==> src/rtl/centroid_extractor.sv <==
// Post-frame ROI readout: sweeps the label data table, divides moment sums by area
// and streams one (id, area, cx, cy) record per non-empty label.
//
// state  | meaning
// IDLE   | waiting for start
// ADDR   | obj_id holds current label, arm read-latency counter
// WAIT   | let the data-table read settle
// LATCH  | capture area/sum_x/sum_y, skip empty labels
// DIV    | serial restoring divide, one quotient bit per cycle
// OUT    | record presented until accepted
// FIN    | pulse done, drop busy, rewind obj_id
module centroid_extractor #(
    parameter int LBL_W    = 12,
    parameter int LOC_W    = 32,
    parameter int READ_LAT = 2
) (
    input  logic             clk,
    input  logic             reset_n,
    input  logic             start,
    input  logic [LBL_W-1:0] num_labels,
    output logic [LBL_W-1:0] obj_id,
    input  logic [LOC_W-1:0] obj_area,
    input  logic [LOC_W-1:0] obj_x,
    input  logic [LOC_W-1:0] obj_y,
    output logic             out_valid,
    input  logic             out_ready,
    output logic [LBL_W-1:0] out_id,
    output logic [LOC_W-1:0] out_area,
    output logic [LOC_W-1:0] out_cx,
    output logic [LOC_W-1:0] out_cy,
    output logic             busy,
    output logic             done
);

    localparam int CNT_MAX = (LOC_W > READ_LAT) ? LOC_W : READ_LAT;
    localparam int CNT_W   = $clog2(CNT_MAX + 1);

    typedef enum logic [2:0] {
        S_IDLE, S_ADDR, S_WAIT, S_LATCH, S_DIV, S_OUT, S_FIN
    } state_t;

    state_t           state_q, state_d;
    logic [LBL_W-1:0] obj_id_q, obj_id_d;
    logic [LBL_W-1:0] num_q, num_d;
    logic [CNT_W-1:0] cnt_q, cnt_d;
    logic [LOC_W-1:0] area_q, area_d;
    logic [LOC_W-1:0] rem_x_q, rem_x_d, quo_x_q, quo_x_d;
    logic [LOC_W-1:0] rem_y_q, rem_y_d, quo_y_q, quo_y_d;
    logic             busy_q, busy_d;
    logic             done_q, done_d;
    logic [LBL_W-1:0] out_id_q, out_id_d;
    logic [LOC_W-1:0] out_area_q, out_area_d;
    logic [LOC_W-1:0] out_cx_q, out_cx_d;
    logic [LOC_W-1:0] out_cy_q, out_cy_d;

    logic [LOC_W-1:0] rem_x_nx, quo_x_nx, rem_y_nx, quo_y_nx;
    logic             last_lbl;

    // One restoring step: the quotient register starts as the dividend and shifts its
    // MSB into the partial remainder while quotient bits shift in at the bottom.
    function automatic logic [2*LOC_W-1:0] div_step(
        input logic [LOC_W-1:0] rem,
        input logic [LOC_W-1:0] quo,
        input logic [LOC_W-1:0] dvs
    );
        logic [LOC_W:0] trial;
        trial = {rem, quo[LOC_W-1]};
        if (trial >= {1'b0, dvs}) begin
            div_step = {trial[LOC_W-1:0] - dvs, quo[LOC_W-2:0], 1'b1};
        end else begin
            div_step = {trial[LOC_W-1:0], quo[LOC_W-2:0], 1'b0};
        end
    endfunction

    always_comb begin
        {rem_x_nx, quo_x_nx} = div_step(rem_x_q, quo_x_q, area_q);
        {rem_y_nx, quo_y_nx} = div_step(rem_y_q, quo_y_q, area_q);
    end

    assign last_lbl = (obj_id_q == num_q);

    always_comb begin
        state_d    = state_q;
        obj_id_d   = obj_id_q;
        num_d      = num_q;
        cnt_d      = cnt_q;
        area_d     = area_q;
        rem_x_d    = rem_x_q;
        quo_x_d    = quo_x_q;
        rem_y_d    = rem_y_q;
        quo_y_d    = quo_y_q;
        busy_d     = busy_q;
        done_d     = 1'b0;
        out_id_d   = out_id_q;
        out_area_d = out_area_q;
        out_cx_d   = out_cx_q;
        out_cy_d   = out_cy_q;

        case (state_q)
            S_IDLE: begin
                if (start) begin
                    num_d    = num_labels;
                    obj_id_d = LBL_W'(1);
                    busy_d   = 1'b1;
                    state_d  = (num_labels == '0) ? S_FIN : S_ADDR;
                end
            end
            S_ADDR: begin
                cnt_d   = CNT_W'(READ_LAT - 1);
                state_d = (READ_LAT <= 1) ? S_LATCH : S_WAIT;
            end
            S_WAIT: begin
                cnt_d = cnt_q - CNT_W'(1);
                if (cnt_q == CNT_W'(1)) begin
                    state_d = S_LATCH;
                end
            end
            S_LATCH: begin
                area_d  = obj_area;
                quo_x_d = obj_x;
                quo_y_d = obj_y;
                rem_x_d = '0;
                rem_y_d = '0;
                cnt_d   = CNT_W'(LOC_W - 1);
                if (obj_area != '0) begin
                    state_d = S_DIV;
                end else if (last_lbl) begin
                    state_d = S_FIN;
                end else begin
                    obj_id_d = obj_id_q + LBL_W'(1);
                    state_d  = S_ADDR;
                end
            end
            S_DIV: begin
                rem_x_d = rem_x_nx;
                quo_x_d = quo_x_nx;
                rem_y_d = rem_y_nx;
                quo_y_d = quo_y_nx;
                cnt_d   = cnt_q - CNT_W'(1);
                if (cnt_q == '0) begin
                    out_id_d   = obj_id_q;
                    out_area_d = area_q;
                    out_cx_d   = quo_x_nx;
                    out_cy_d   = quo_y_nx;
                    state_d    = S_OUT;
                end
            end
            S_OUT: begin
                if (out_ready) begin
                    if (last_lbl) begin
                        state_d = S_FIN;
                    end else begin
                        obj_id_d = obj_id_q + LBL_W'(1);
                        state_d  = S_ADDR;
                    end
                end
            end
            S_FIN: begin
                done_d   = 1'b1;
                busy_d   = 1'b0;
                obj_id_d = LBL_W'(1);
                state_d  = S_IDLE;
            end
            default: state_d = S_IDLE;
        endcase
    end

    always_ff @(posedge clk) begin
        if (!reset_n) begin
            state_q    <= S_IDLE;
            obj_id_q   <= LBL_W'(1);
            num_q      <= '0;
            cnt_q      <= '0;
            area_q     <= '0;
            rem_x_q    <= '0;
            quo_x_q    <= '0;
            rem_y_q    <= '0;
            quo_y_q    <= '0;
            busy_q     <= 1'b0;
            done_q     <= 1'b0;
            out_id_q   <= '0;
            out_area_q <= '0;
            out_cx_q   <= '0;
            out_cy_q   <= '0;
        end else begin
            state_q    <= state_d;
            obj_id_q   <= obj_id_d;
            num_q      <= num_d;
            cnt_q      <= cnt_d;
            area_q     <= area_d;
            rem_x_q    <= rem_x_d;
            quo_x_q    <= quo_x_d;
            rem_y_q    <= rem_y_d;
            quo_y_q    <= quo_y_d;
            busy_q     <= busy_d;
            done_q     <= done_d;
            out_id_q   <= out_id_d;
            out_area_q <= out_area_d;
            out_cx_q   <= out_cx_d;
            out_cy_q   <= out_cy_d;
        end
    end

    assign obj_id    = obj_id_q;
    assign out_valid = (state_q == S_OUT);
    assign out_id    = out_id_q;
    assign out_area  = out_area_q;
    assign out_cx    = out_cx_q;
    assign out_cy    = out_cy_q;
    assign busy      = busy_q;
    assign done      = done_q;

endmodule
==> config.mk <==
export PLATFORM = sky130hd
export DESIGN_NAME = centroid_extractor
export DESIGN_NICKNAME = d
export VERILOG_FILES = /design/src/rtl/centroid_extractor.sv
export SDC_FILE = /design/constraint.sdc
export NUM_CORES = 1
export LEC_CHECK = 0
export ABC_AREA = 1
export BUFFER_PORTS_ARGS = -buffer_cell sky130_fd_sc_hd__buf_2
export CAP_MARGIN = 20
export CORE_MARGIN = 2
export CORE_UTILIZATION = 34
export DETAILED_ROUTE_END_ITERATION = 6
export HOLD_SLACK_MARGIN = 0.12
export REMOVE_ABC_BUFFERS = 1
export SLEW_MARGIN = 0
export SYNTH_ARGS = -nofsm -noshare
export SYNTH_HDL_FRONTEND = slang
export SYNTH_SLANG_ARGS = --single-unit
==> constraint.sdc <==
create_clock -name clk -period 2.4 [get_ports clk]
set_clock_uncertainty 0.1 [all_clocks]
set_input_delay 0.24 -clock clk [delete_from_list [all_inputs] [get_ports clk]]
set_output_delay 0.24 -clock clk [all_outputs]
set_load 0.02 [all_outputs]
[Word-level counts from Yosys, hierarchy flattened]
Index checks and enable logic that the tools add are counted.
Storage, ports and cells
  bits in registers: 303
  input port bits: 112
  output and inout bits: 123
  logic and storage cells: 71
Cells by class
  $add $sub $neg: 4
  $lt $le $gt $ge: 2
  eq/ne operators: 13
  muxes and demuxes: 23
  reduce and logical (&&, ||, !) cells: 14
Operators by type and width (count)
  32-bit case mux with 2 select lines: 4
  64-bit 2-to-1 mux: 2
  33-bit by 32-bit >= comparator with 1-bit output: 2
  32-bit subtractor: 2
  12-bit 2-to-1 mux: 4
  12-bit case mux with 4 select lines: 1
  32-bit nonzero test: 1
  3-bit 2-to-1 mux: 7
  3-bit case mux with 6 select lines: 1
  6-bit case mux with 3 select lines: 1
  12-bit by 1-bit adder with 12-bit output, second input constant: 1
  12-bit equality test: 1
  12-bit logical NOT: 1
  3-bit equality test, second input constant: 3
  2-bit != test, second input constant: 4
  4-bit AND reduction: 2
  3-bit by 2-bit equality test with 1-bit output, second input constant: 2
  6-bit by 1-bit equality test with 1-bit output, second input constant: 1
  6-bit logical NOT: 1
  2-bit AND reduction: 3
  6-bit by 1-bit subtractor with 6-bit output, second input constant: 1
  2-bit nonzero test: 2
  4-bit nonzero test: 1
  3-bit by 1-bit equality test with 1-bit output, second input constant: 1
  other kinds (6): 7

[Logic depth before layout (Yosys ltp)]
Gate-level depths: netlist (run 1).
  depth in word-level cells: 4
  mapped depth: 16
  depth with buffers taken out: 16

[Least setup slack after synthesis (run 1)]
No wires, ideal clock.
  path type: flip-flop to flip-flop
  start point: reg area_q[1]
  end point: reg rem_y_q[12]
  setup time: 0.132 ns
  arrival: 1.873 ns
  data required time: 2.168 ns
  path slack: 0.295 ns
  stages on the path, launching flop included: 15
  path buffers: 1
  period minus slack after synthesis: 2.105 ns
  path through: dfxtp_1 inv_1 ha_1 nand2_1 nor2_1 nand3_1 nand3b_1 nand2_1 nand2_1 nand2_2 nand2_4 clkbuf_8 nand2_1 nand3_1 a21oi_1
Between the ends
  longest elaborated chain between the ends: 3
  elaborated cells between the ends (all ways): 4
  classes of those cells: add/sub (1); order compare (1); mux (2)
RTL lines
  start: declaration: line 46  | logic [LOC_W-1:0] area_q, area_d;
  start signal: assignment: line 190  | area_q <= area_d;
  32-bit subtractor or 33-bit by 32-bit >= comparator with 1-bit output (tied branches): line 69, 68
  64-bit 2-to-1 mux (*): line 68  | if (trial >= {1'b0, dvs}) begin
  32-bit case mux with 2 select lines (*): line 99  | case (state_q)
  end signal: assignment: line 193  | rem_y_q <= rem_y_d;
  end: declaration: line 48  | logic [LOC_W-1:0] rem_y_q, rem_y_d, quo_y_q, quo_y_d;
Every way passes the cells marked *; elsewhere a longest branch is shown, timed or not.
A chain may end at the register's enable or synchronous reset.

[Worst setup path in the final report (run 1)]
  start point: reg area_q[17]
  end point: reg rem_x_q[27]
Between the ends
  longest elaborated chain between the ends: 3
  elaborated cells between the ends (all ways): 4
  classes of those cells: add/sub (1); order compare (1); mux (2)
RTL lines
  32-bit subtractor or 33-bit by 32-bit >= comparator with 1-bit output (tied branches): line 69, 68
  64-bit 2-to-1 mux (*): line 68
  32-bit case mux with 2 select lines (*): line 99
  end signal: assignment: line 191  | rem_x_q <= rem_x_d;
  end: declaration: line 47  | logic [LOC_W-1:0] rem_x_q, rem_x_d, quo_x_q, quo_x_d;
Marked as above.

==> impl_metrics.tcl, run 1 <==
set metrics [dict create \
    hp-class "primary input to flop" \
    synth-seq-cells 303 \
    switching_share 0.4786 \
    net-switching-power_mw 19.22 \
    synth_seq_area_share 0.3481 \
    r2r_slack_ns -0.01 \
    initial_core_util 0.3459 \
    timing.rr.start "area_q[17]" \
    internal_power_mw 20.94 \
    wl_per_cell_um 17.01 \
    hpwl_um 47050 \
    synth.area.top_cells "dfxtp_1 35%, nand2_1 15%, a21oi_1 8.0%" \
    reg2regPathDepth 13 \
    cellLeakagePower_nw 11.94 \
    crit_end "rem_x_q[27]" \
    pwr-share-seq 0.152 \
    postRouteAntennaNets 0 \
    grt_pass1_vias 19030 \
    cp-end-kind "flop" \
    netlist_area_um2 17420 \
    dieWidth_um 230.4 \
    maxCapViolations 0 \
    clock.fmax_mhz 414.6 \
    place.gp.congestion 0.9374 \
    drc 11 \
    coreArea_um2 50380 \
    wl_um 66040 \
    syn_area_per_cell_um2 6.605 \
    layout_min_cycle_time_ns 2.412 \
    synthTopCellsByCount "675 x nand2_1, 325 x nor2_1, 303 x dfxtp_1, 278 x a21oi_1, 276 x inv_1" \
    fin_crit_sh 1.005 \
    ys_types 45 \
    stdcell_count 3883 \
    die_y_um 230.4 \
    post-place-cells 3675 \
    clk_latency_ns 0.57 \
    combPwrFrac 0.695 \
    drive_above_1_share 0.2483 \
    worst_slack_ns -0.01224 \
    rows 82 \
    grt_pass1_wl_um 103100 \
    ys_warn_count 0 \
    irDropWorstVdd_mv 1.343 \
    synthArstFlopShare 0 \
    outcome "complete, but fails checks" \
    cp.required_ns 2.74 \
    track_usage 0.2419 \
    placed_area_um2 20950 \
    firstDrtPassIters 7 \
    antenna_found_initial 1 \
    grt_max_degree 104 \
    utilization 0.4904 \
    io_buffers 234 \
    synth_edf_count 0 \
    slew_viol_final 0 \
    startpoint "area_q[17]" \
    setup_violations 3 \
    cp_max_fo 6 \
    clockPowerShare 0.153 \
    vias 19580 \
    cts_sinks 303 \
    cts_tree "yes" \
    critical_path_class "flop to flop" \
    die_area_um2 53070 \
    cts_root_buf "clkbuf_16" \
    htree_levels 2 \
    viasPerCell 5.041 \
    synth-main-ff-cell "dfxtp_1" \
    start_kind "flop" \
    io_pins 235 \
    rsz0062_at_grt "true" \
    clock_path_buffers 3 \
    synth_most_common_cell "nand2_1" \
    syn_inst 2638 \
    timing_worst_slew_pin_value_ns 0.7677 \
    clk_pin_slew_ns 0.06 \
    design_area_um2 24700 \
    hold_viol_final 0 \
    violations "design-rule violations, negative setup slack" \
    yosysTopAreaCell "dfxtp_1" \
    numCtsBuffers 37 \
    syn2layout_area_growth_pct 41.78 \
    cp.arrival_ns 2.75 \
    yosysTopAreaCellShare 0.3481 \
    drt-initial-drc-count 1322 \
    relSlewSlack 0.4882 \
    grt.overflow.total 0 \
    fin_nets 3366 \
    reg2reg_to "rem_x_q[27]" \
    p_per_area_nw_per_um2 1626 \
]
## flip-flops by register name, indices dropped and copies added (netlist names)
register and cells:
area_q 32, busy 1, cnt_q 6, done 1, num_q 12, obj_id 12, out_area 32, out_cx 32
out_cy 32, out_id 12, quo_x_q 32, quo_y_q 32, rem_x_q 32, rem_y_q 32, state_q 3
## power groups by stage
stage               registers, mW  logic (mW)  clock network [mW]
floorplan                    6.17        13.8                   0
global placement             6.16        23.5                   0
detailed placement           6.18        23.7                   0
CTS                          6.09        24.8                6.27
global route                 6.19        30.6                6.46
finish                       6.12        27.9                6.13
## how the worst min path moves through the flow
stage,from,endpoint,slack (ns),cells past startpoint
6_report,start,state_q[2],0.21,4
3_5_place_dp,out_cy[7],out_cy[7],0.35,2
3_3_place_gp,out_cy[3],out_cy[3],0.35,2
5_1_grt,start,state_q[2],0.30,4
2_1_floorplan,reset_n,obj_id[0],0.22,1
4_1_cts,start,state_q[2],0.18,4
## cell type report
type / instances / area [µm²]
clock buffers: 52 / 1084
multi-input cells: 1925 / 10600
well taps: 672 / 840.8
flip-flops and latches: 303 / 6075
inverters: 282 / 1074
repair buffers: 635 / 4782
clock inverters: 13 / 252.7
fillers: 4889 / 25670
diodes: 1 / 2.502
## through the flow
| stage | power, mW | setup TNS [ns] | hold WS [ns] | setup slack [ns] |
|---|---|---|---|---|
| 6_report | 40.16 | -0.02631 | 0.2149 | -0.01224 |
| 3_3_place_gp | 29.69 | -3.813 | 0.3472 | -0.1035 |
| 3_5_place_dp | 29.85 | -4.379 | 0.3504 | -0.1189 |
| 4_1_cts | 37.16 | 0 | 0.1793 | 0.00008171 |
| 2_1_floorplan | 19.99 | -1350.85 | 0.2242 | -8.097 |
| 5_1_grt | 43.24 | -4.464 | 0.2966 | -0.1130 |
## kinds of logic after synthesis
family                   synth area share
AO/OA/AOI/OAI                      0.1607
XOR/XNOR                          0.02363
adder cells (fa/ha/maj)           0.05113
buffers and inverters             0.09795
flip-flops                         0.3481
AND/OR/NAND/NOR                    0.3185
## per-layer routing
layer	wire length, µm	share of wire	up-vias	global-route usage
li1	-	-	9714	-
met1	29070	0.44	9070	0.3122
met2	29700	0.45	667	0.3926
met3	4930	0.075	122	0.05781
met4	2326	0.035	2	0.08770
met5	13	0.00020	-	0
## critical path, cell delays in order, from the launching register on
cell	delay, ns
dfxtp_2	0.34
clkinvlp_4	0.11
buf_12	0.15
ha_4	0.28
nand2_4	0.07
nor2_4	0.13
nand2_2	0.09
nor4_4	0.32
nand2_4	0.16
nand2_8	0.15
clkbuf_16	0.17
nand3_1	0.08
nand2_1	0.07
a21oi_1	0.05
## cell usage in the layout, fill, tap and decap left out, types with 5 or more instances in the layout
| cell | Yosys | layout |
|---|---|---|
| a21oi_1 | 278 | 258 |
| a21oi_2 | 0 | 20 |
| and2_1 | 5 | 5 |
| buf_12 | 0 | 17 |
| buf_2 | 38 | 233 |
| buf_4 | 1 | 250 |
| buf_6 | 13 | 10 |
| bufinv_16 | 0 | 5 |
| clkbuf_1 | 68 | 6 |
| clkbuf_16 | 0 | 40 |
| clkbuf_8 | 1 | 8 |
| dfxtp_1 | 303 | 298 |
| dlygate4sd3_1 | 0 | 122 |
| ha_1 | 68 | 23 |
| ha_2 | 0 | 11 |
| ha_4 | 0 | 34 |
| inv_1 | 276 | 248 |
| inv_2 | 6 | 28 |
| nand2_1 | 675 | 642 |
| nand2_2 | 4 | 32 |
| nand2_4 | 6 | 10 |
| nand3_1 | 172 | 151 |
| nand3_2 | 0 | 21 |
| nand3b_1 | 55 | 55 |
| nand4_1 | 19 | 19 |
| nor2_1 | 325 | 298 |
| nor2_2 | 6 | 27 |
| nor2_4 | 2 | 8 |
| nor3_1 | 21 | 14 |
| nor3_2 | 1 | 7 |
| o21ai_0 | 140 | 140 |
| o21bai_1 | 8 | 8 |
| o221ai_1 | 62 | 62 |
| or2_2 | 5 | 5 |
| xnor2_1 | 34 | 34 |
| xor2_1 | 13 | 13 |
## timing repair
item                                    in CTS  in global routing
pin swaps                                   10                 31
resized for setup                           54                173
buffers inserted                             3                 13
cloned                                       1                  3
endpoints found under the setup margin      66                 72
endpoints found under the hold margin      133                  0
hold buffers                               122                  0
No activity file was read; power rests on OpenSTA's default activity.
==> run 2: changes to the inputs <==
Settings changed: MAX_ROUTING_LAYER set to met4.
==> run 2 against run 1 <==
The flow now finishes without violations. Setup slack better by 0.038 ns. Combinational power up 1%. Clock power down 6.7%. Maximum frequency up 1.6%. Power down 0.13%. Worst hold slack better by 0.053 ns. First-iteration DRC count down 0.83%. Cell area about the same. Clock-buffer cell count down 3. Non-clock buffer count down 31.
==> impl_metrics.tcl, run 2 (synthesized netlist as in run 1, its figures left out) <==
set metrics [dict create \
    top_layer_used "met4" \
    irDropWorstVdd_mv 1.584 \
    wl_met3_um 4425 \
    cts_root_buf "clkbuf_16" \
    placed_area_um2 20680 \
    hold_depth 5 \
    place.gp.congestion 0.9558 \
    wirelength_met1_um 30160 \
    clockPowerShare 0.142 \
    numCtsBuffers 37 \
    die_area_um2 53070 \
    net-switching-power_mw 19.40 \
    drc 0 \
    syn2layout_area_growth_pct 41.92 \
    internal_power_mw 20.71 \
    min_to "state_q[1]" \
    wl_per_cell_um 17.20 \
    hpwl_um 46720 \
    outcome "finished, final reports clean" \
    wl_um 66220 \
    hold_viol_final 0 \
    pwr-share-seq 0.153 \
    hp-class "primary input to flop" \
    p_per_area_nw_per_um2 1622 \
    final_cell_mix "631 x nand2_1, 294 x nor2_1, 290 x dfxtp_1" \
    cts_tree "yes" \
    setup_violations 0 \
    dr_wl_met2_um 29360 \
    layout_min_cycle_time_ns 2.374 \
    cp-end-kind "flop" \
    cts_sinks 303 \
    relSlewSlack 0.4956 \
    grt_pass1_vias 18820 \
    clk_latency_ns 0.56 \
    cp.required_ns 2.71 \
    timing.rr.start "area_q[25]" \
    antenna_found_initial 0 \
    reg2reg_to "rem_x_q[22]" \
    critical_path_class "flop to flop" \
    cellLeakagePower_nw 11.79 \
    initial_core_util 0.3459 \
    final_common_cell "nand2_1" \
    cp.arrival_ns 2.68 \
    slew_viol_final 0 \
    clock.fmax_mhz 421.2 \
    grt_max_degree 146 \
    fin_nets 3334 \
    switching_share 0.4837 \
    postRouteAntennaNets 0 \
    io_buffers 234 \
    r2r_slack_ns 0.03 \
    htree_levels 2 \
    drt-initial-drc-count 1311 \
    rows 82 \
    viasPerCell 5.071 \
    maxCapViolations 0 \
    worstHoldStart "start" \
    clock_path_buffers 3 \
    multi_input_area_um2 10950 \
    vias 19530 \
    firstDrtPassIters 7 \
    drive_above_1_share 0.2574 \
    grt_pass1_wl_um 101500 \
    start_kind "flop" \
    io_pins 235 \
    clk_pin_slew_ns 0.06 \
    fillCellCount 4954 \
    fin_crit_sh 0.9893 \
    grt.overflow.total 0 \
    combPwrFrac 0.704 \
    track_usage 0.2458 \
    cp_max_fo 6 \
    design_area_um2 24730 \
    seq_area_um2 6082 \
    die_y_um 230.4 \
    coreArea_um2 50380 \
    setup_tns_ns 0 \
    rsz0062_at_grt "true" \
    dieWidth_um 230.4 \
    timing_worst_slew_pin_value_ns 0.7565 \
    reg2regPathDepth 13 \
    diodes 0 \
]
[run 2: power groups by stage]
stage | clock network, mW | registers (mW) | logic (mW)
after global routing | 6.03 | 6.21 | 31.0
after CTS | 5.83 | 6.08 | 24.2
after global placement | 0 | 6.16 | 23.4
after floorplan | 0 | 6.17 | 13.8
after detailed placement | 0 | 6.17 | 23.5
final | 5.72 | 6.14 | 28.3
[run 2: metrics by stage]
| step | worst slack [ns] | utilization | total power, mW | std cells | hold WS [ns] |
|---|---|---|---|---|---|
| after floorplan | -8.097 | - | 19.99 | 2508 | 0.2242 |
| after global placement | -0.1689 | 0.4106 | 29.55 | 3643 | 0.3476 |
| after detailed placement | -0.1435 | 0.4106 | 29.72 | 3643 | 0.3583 |
| after CTS | -0.001613 | 0.4648 | 36.12 | 3832 | 0.2371 |
| after global routing | -0.08949 | 0.4909 | 43.19 | 3850 | 0.3027 |
| final | 0.02576 | 0.4909 | 40.11 | 3850 | 0.2683 |
[run 2: how the worst max path moves through the flow]
stage          startpoint     endpoint  slack (ns)  depth (start not counted)
2_1_floorplan  state_q[2]    out_cy[0]       -8.10                          7
3_3_place_gp   area_q[26]   rem_y_q[9]       -0.17                         13
3_5_place_dp   area_q[16]  rem_x_q[30]       -0.14                         14
4_1_cts        area_q[28]  rem_x_q[30]      -0.002                         13
5_1_grt        area_q[11]  rem_x_q[11]       -0.09                         14
6_report       area_q[25]  rem_x_q[22]        0.03                         13
[run 2: repair_timing]
action / CTS / global route
resized for setup: 52 / 251
pin swaps: 2 / 45
hold buffers: 122 / 0
setup buffers: 2 / 16
hold endpoints to repair: 111 / 0
cloned: 0 / 2
endpoints found under the setup margin: 66 / 68
[run 2: layout make-up]
cell class,instances,share of cell area
Multi-Input combinational cell,1924,0.4428
Inverter,282,0.04437
Tap cell,672,0.03400
Sequential cell,303,0.2460
Timing Repair Buffer,604,0.1831
Clock inverter,16,0.008096
Clock buffer,49,0.04169
[run 2: worst max-delay path: stages (launching register included)]
cell and delay [ns]:
dfxtp_2 0.33, clkinvlp_4 0.21, ha_4 0.38, nand2_4 0.06, nor3_4 0.20, nand3_2 0.13, nor2_4 0.15, nor2_4 0.05
buf_12 0.14, nand2_8 0.11, clkbuf_16 0.17, nand3_2 0.06, nand3_1 0.07, a21oi_1 0.06
[run 2: metal layers]
layer | GRT usage | up-vias
met5 | - | -
met4 | 0.08831 | 0
met3 | 0.04508 | 119
met2 | 0.3821 | 653
met1 | 0.3190 | 9110
li1 | - | 9643
